--- config.mk ---
export PLATFORM = sky130hd
export DESIGN_NAME = reorder_buffer
export DESIGN_NICKNAME = d
export VERILOG_FILES = /design/src/rtl/reorder_buffer.sv
export SDC_FILE = /design/constraint.sdc
export NUM_CORES = 2
export LEC_CHECK = 0
export CAP_MARGIN = 0
export CORE_MARGIN = 3
export CORE_UTILIZATION = 55
export CTS_BUF_LIST = sky130_fd_sc_hd__clkbuf_8
export CTS_CLUSTER_SIZE = 14
export DETAILED_ROUTE_END_ITERATION = 7
export PLACE_DENSITY_LB_ADDON = 0.1
export SLEW_MARGIN = 40
export SYNTH_ARGS = -nofsm -noshare
export SYNTH_HDL_FRONTEND = slang
export SYNTH_SLANG_ARGS = --single-unit
--- constraint.sdc ---
create_clock -name clockIn -period 19 [get_ports clockIn]
set_input_delay 5.7 -clock clockIn [delete_from_list [all_inputs] [get_ports clockIn]]
set_output_delay 5.7 -clock clockIn [all_outputs]
set_load 0.05 [all_outputs]
--- src/rtl/reorder_buffer.sv ---
`default_nettype none
// ============================================================================
// Module   : reorder_buffer
// Purpose  : In-order commit queue: ROB id allocation, CDB capture, operand
//            lookup, in-order retire and mispredict flush.
// Revision : 1.0  initial release
// ============================================================================
module reorder_buffer #(
  parameter int ROB_WIDTH = 4
) (
  input  logic                 clockIn,
  input  logic                 resetIn,
  input  logic                 readyIn,
  input  logic                 issueValid,
  input  logic                 issueRdFlag,
  input  logic [4:0]           issueRd,
  input  logic                 issueBranch,
  output logic [ROB_WIDTH-1:0] issueId,
  output logic                 full,
  input  logic                 cdbValid,
  input  logic [ROB_WIDTH-1:0] cdbRobId,
  input  logic [31:0]          cdbValue,
  input  logic                 cdbMispredict,
  input  logic [31:0]          cdbTarget,
  input  logic [ROB_WIDTH-1:0] query1Id,
  output logic                 query1Ready,
  output logic [31:0]          query1Value,
  input  logic [ROB_WIDTH-1:0] query2Id,
  output logic                 query2Ready,
  output logic [31:0]          query2Value,
  output logic                 writeFlag,
  output logic [ROB_WIDTH-1:0] robId,
  output logic [4:0]           writeAddr,
  output logic [31:0]          writeValue,
  output logic                 clearOut,
  output logic [31:0]          redirectPc
);

  localparam int                 DEPTH   = 2 ** ROB_WIDTH;
  localparam logic [ROB_WIDTH:0] c_depth = (ROB_WIDTH + 1)'(DEPTH);
  localparam logic [ROB_WIDTH:0] c_cnt1  = (ROB_WIDTH + 1)'(1);
  localparam logic [ROB_WIDTH-1:0] c_one = ROB_WIDTH'(1);

  logic [ROB_WIDTH-1:0] r_head;
  logic [ROB_WIDTH-1:0] r_tail;
  logic [ROB_WIDTH:0]   r_count;
  logic [DEPTH-1:0]     r_busy;
  logic [DEPTH-1:0]     r_ready;

  // Payload fields are only consumed while the matching busy/ready bit is set,
  // so they carry no reset.
  logic [DEPTH-1:0]     r_rdFlag;
  logic [DEPTH-1:0]     r_branch;
  logic [DEPTH-1:0]     r_mispredict;
  logic [4:0]           r_rd     [DEPTH];
  logic [31:0]          r_value  [DEPTH];
  logic [31:0]          r_target [DEPTH];

  logic w_issue;
  logic w_wb;
  logic w_commit;

  assign full     = (r_count == c_depth);
  assign issueId  = r_tail;
  assign w_issue  = readyIn && issueValid && !full && !clearOut;
  assign w_wb     = readyIn && cdbValid && r_busy[cdbRobId] && !clearOut;
  assign w_commit = readyIn && (r_count != '0) && r_ready[r_head] && !clearOut;

  // Operand lookup with same-cycle CDB bypass.
  always_comb begin
    query1Ready = r_busy[query1Id] && r_ready[query1Id];
    query1Value = r_value[query1Id];
    if (cdbValid && (cdbRobId == query1Id)) begin
      query1Ready = 1'b1;
      query1Value = cdbValue;
    end
    query2Ready = r_busy[query2Id] && r_ready[query2Id];
    query2Value = r_value[query2Id];
    if (cdbValid && (cdbRobId == query2Id)) begin
      query2Ready = 1'b1;
      query2Value = cdbValue;
    end
  end

  always_ff @(posedge clockIn) begin
    if (w_issue) begin
      r_rdFlag[r_tail]     <= issueRdFlag && (issueRd != 5'd0);
      r_rd[r_tail]         <= issueRd;
      r_branch[r_tail]     <= issueBranch;
      r_mispredict[r_tail] <= 1'b0;
    end
    if (w_wb) begin
      r_value[cdbRobId]      <= cdbValue;
      r_mispredict[cdbRobId] <= cdbMispredict;
      r_target[cdbRobId]     <= cdbTarget;
    end
  end

  always_ff @(posedge clockIn or negedge resetIn) begin
    if (!resetIn) begin
      r_head     <= '0;
      r_tail     <= '0;
      r_count    <= '0;
      r_busy     <= '0;
      r_ready    <= '0;
      writeFlag  <= 1'b0;
      robId      <= '0;
      writeAddr  <= '0;
      writeValue <= '0;
      clearOut   <= 1'b0;
      redirectPc <= '0;
    end else if (readyIn) begin
      if (clearOut) begin
        r_head    <= '0;
        r_tail    <= '0;
        r_count   <= '0;
        r_busy    <= '0;
        r_ready   <= '0;
        clearOut  <= 1'b0;
        writeFlag <= 1'b0;
      end else begin
        if (w_issue) begin
          r_busy[r_tail]  <= 1'b1;
          r_ready[r_tail] <= 1'b0;
          r_tail          <= r_tail + c_one;
        end
        if (w_wb) begin
          r_ready[cdbRobId] <= 1'b1;
        end
        writeFlag <= 1'b0;
        // Placed after writeback so freeing the head wins over a late CDB hit.
        if (w_commit) begin
          writeFlag       <= r_rdFlag[r_head];
          robId           <= r_head;
          writeAddr       <= r_rd[r_head];
          writeValue      <= r_value[r_head];
          r_busy[r_head]  <= 1'b0;
          r_ready[r_head] <= 1'b0;
          r_head          <= r_head + c_one;
          if (r_branch[r_head] && r_mispredict[r_head]) begin
            clearOut   <= 1'b1;
            redirectPc <= r_target[r_head];
          end
        end
        case ({w_issue, w_commit})
          2'b10:   r_count <= r_count + c_cnt1;
          2'b01:   r_count <= r_count - c_cnt1;
          default: r_count <= r_count;
        endcase
      end
    end
  end

endmodule
`default_nettype wire
==> impl_metrics.toml <==
[critical_path]
crit_top_cell = "buf_4"
cp.arrival_ps = 9270
end_kind = "output pin"
cp_slowest_cell = "clkdlybuf4s50_1"
cp_cell_sequence = "clkbuf_16, buf_4, xor2_1, nor4_4, buf_4, mux2_2, clkdlybuf4s50_1"
cp_slowest_stage_delay_ps = 840
crit_required_ps = 13300
critPathLaunchType = "input pin"
cp.buffers_inverters = 4
crit_type = "in -> out"
crit_family = "buffers and inverters"
cp_max_fo = 68
r2r_slack_ps = 14650

[timing]
hold_viol_final = 0
timing.setup.tns_ps = 0
finClkSkew_ps = 45.5
setup_viol = 0
drv_slew = 0
min_period_ps = 14970
tightest_slew_ps = 908
max_slew_margin_pct = 39.0
period_share_pct = 78.8
grt_setup_unrepaired = "false"
fmax_mhz = 66.8

[floorplanning]
io_pins = 235
dieArea_sq_um = 109000
rows = 118
start_util_pct = 55.6
die_h_um = 330
fp.dieW_um = 330
core_area_sq_um = 104000

[clocking]
htreeDepth = 4
clock_latency_ps = 890
clkTransAtPathRegs_ps = 60
post_cts_resized = 0
cts_tree = "done"
clockBufferDepth = 3
post_cts_buffers = 0
root_buffer = "clkbuf_8"
holdBufCountCts = 0
cts_sinks = 1272
numCtsBuffers = 201

[power]
cellPowerDensity_nw_per_um2 = 124
peakVddDrop_uv = 92.8
pwr-share-comb_pct = 32.1
p_seq_share_pct = 40.8
internal_power_mw = 5.50
total_leakage_power_nw = 21.5
p_switching_mw = 2.64
clkPwrFrac_pct = 27.1
netSwitchingFraction_pct = 32.5

[grt]
antenna_found_initial = 9
first_global_vias = 33400
grt_max_degree = 89
grt_pass1_wl_um = 224000
track_usage_pct = 28.7
grt-ovfl-total = 0

[synthesis]
ys_warn_count = 0
synth_top_area_share_pct = 59.0
synth_edf_count = 1136
synth_area_leaders = "edfxtp_1, mux4_2, dfrtp_1"
synth_cell_types = 66
async_reset_ff_share_pct = 9.43
synth_seq_cells = 1272
syn_nets = 2857
ys.flop_type = "edfxtp_1"
synthCells = 2758
ys_seq_area_share_pct = 64.8
syn_avg_cell_area_sq_um = 21.0
syn_area_sq_um = 57800
yosys.area.top_type = "edfxtp_1"

[layout]
drive_above_1_share_pct = 36.6
area_growth_pct = 13.9
fin_cells = 4629
final_util_pct = 63.3
fin_nets = 3169

[hold_path]
hold_path.class = "reg -> reg"

[detailed_routing]
drc = 0
vias = 31200
postRouteAntennaNets = 0
drt_wl_total_um = 152000
first_pass_iters = 6
via_per_inst = 6.75
wl_per_cell_um = 32.9
drt_iter0_drc = 3142

[run]
drv_cap = 0

[placement]
dpl.hpwl_um = 82600
routabilityCongestion = 0.864
place_inst = 4244
portBuffers = 234

[outcome]
outcome = "finished clean"
-- synth_stat cells, types with 5 or more instances --
cell type and count:
ha_1 10, a31o_2 9, mux2_2 71, mux2i_1 11, buf_4 9, buf_2 62
nor2_1 44, nor3_1 13, edfxtp_1 1136, buf_1 27, nand2_1 177, dfxtp_1 16
and3_1 14, mux4_2 684, xor2_1 7, dfrtp_1 120, clkbuf_1 93, nand3_1 10
a21oi_1 19, o21ai_0 49, buf_6 6, o31ai_1 5, nand4_1 8, o2bb2ai_1 6
a22o_1 12, nand2b_1 9, a31oi_1 8, xnor2_1 6, mux2_4 28, inv_1 19
-- registers in the layout, indices dropped and copies added, names as in the netlist --
signal	cells
r_rdFlag	16
writeFlag	1
r_rd	80
r_value	512
r_head	4
redirectPc	32
clearOut	1
writeValue	32
robId	4
r_count	5
r_target	512
r_mispredict	16
writeAddr	5
issueId	4
r_branch	16
r_busy	16
r_ready	16
-- worst register-to-register path, stage by stage (launching register included) --
cell     delay [ps]
dfrtp_4         400
buf_6           620
buf_4           560
mux2i_1         190
a22oi_1         360
nand3_2         200
and2_1          310
nor2_4          510
buf_4           670
nand2_1         330
nand2_1         130
-- through the flow --
step	worst slack, ps	hold slack, ps	cell area, sq um	power (mW)
after floorplan	5550	432	57800	5.23
after global placement	3740	440	61600	5.95
after detailed placement	3930	455	61900	6.01
after CTS	3920	461	65700	8.21
after global routing	3820	487	65800	8.49
final	4030	461	65800	8.14
-- worst paths after layout --
path / startpoint / to / cells past startpoint
min in group asynchronous: resetIn / writeAddr[2]$_DFFE_PN0P_ / 1
hold / removal: r_mispredict[2]$_DFF_P_ / r_mispredict[2]$_DFF_P_ / 2
hold reg to reg: r_mispredict[2]$_DFF_P_ / r_mispredict[2]$_DFF_P_ / 2
max in group asynchronous: resetIn / r_head[1]$_DFFE_PN0P_ / 3
setup reg to reg: r_head[3]$_DFFE_PN0P_ / writeValue[8]$_DFFE_PN0P_ / 10
setup / recovery: query2Id[0] / query2Value[26] / 7
-- cell families (layout without fill, tap and decap cells) --
kind of cell,count (synthesis),after routing,share of synthesized area [%]
AO/OA/AOI/OAI,145,145,1.72
XOR/XNOR,13,13,0.197
adder cells (fa/ha/maj),10,10,0.217
buffers and inverters,218,706,1.69
flip-flops,1272,1272,64.8
multiplexers,794,794,29.0
other,0,3,0
AND/OR/NAND/NOR,306,306,2.44
-- layer usage --
metal / GRT usage (%) / part of all wire, % / vias up
met2: 47.0 / 51 / 1609
met4: 10.7 / 3.2 / 8
met5: 0 / 0.045 / -
met1: 38.4 / 38 / 16800
li1: - / - / 12500
met3: 6.12 / 8.3 / 316
-- cell type report --
| type | count | area [sq um] |
|---|---|---|
| well taps | 1380 | 1730 |
| flip-flops and latches | 1272 | 37500 |
| inverters | 21 | 96.3 |
| multi-input cells | 1268 | 19500 |
| repair buffers | 306 | 3130 |
| diodes | 3 | 7.51 |
| clock buffers | 218 | 3000 |
| clock inverters | 161 | 853 |
| fillers | 7129 | 38100 |
-- power groups by stage --
stage	combinational, mW	clock (mW)	sequential, mW
after floorplan	1.67	0	3.56
after global placement	2.54	0	3.41
after detailed placement	2.62	0	3.39
after CTS	2.63	2.25	3.33
after global routing	2.77	2.38	3.34
final	2.62	2.21	3.32
-- layout by cell type, fill, tap and decap left out, types with 44 or more instances in the layout --
cell type        count
clkbuf_8           220
clkdlybuf4s50_1    224
buf_4               44
o21ai_0             49
inv_1               95
nand2_1            177
dfrtp_1            116
mux4_2             684
edfxtp_1          1136
mux2_2              71
(Power assumes the default switching activity.)
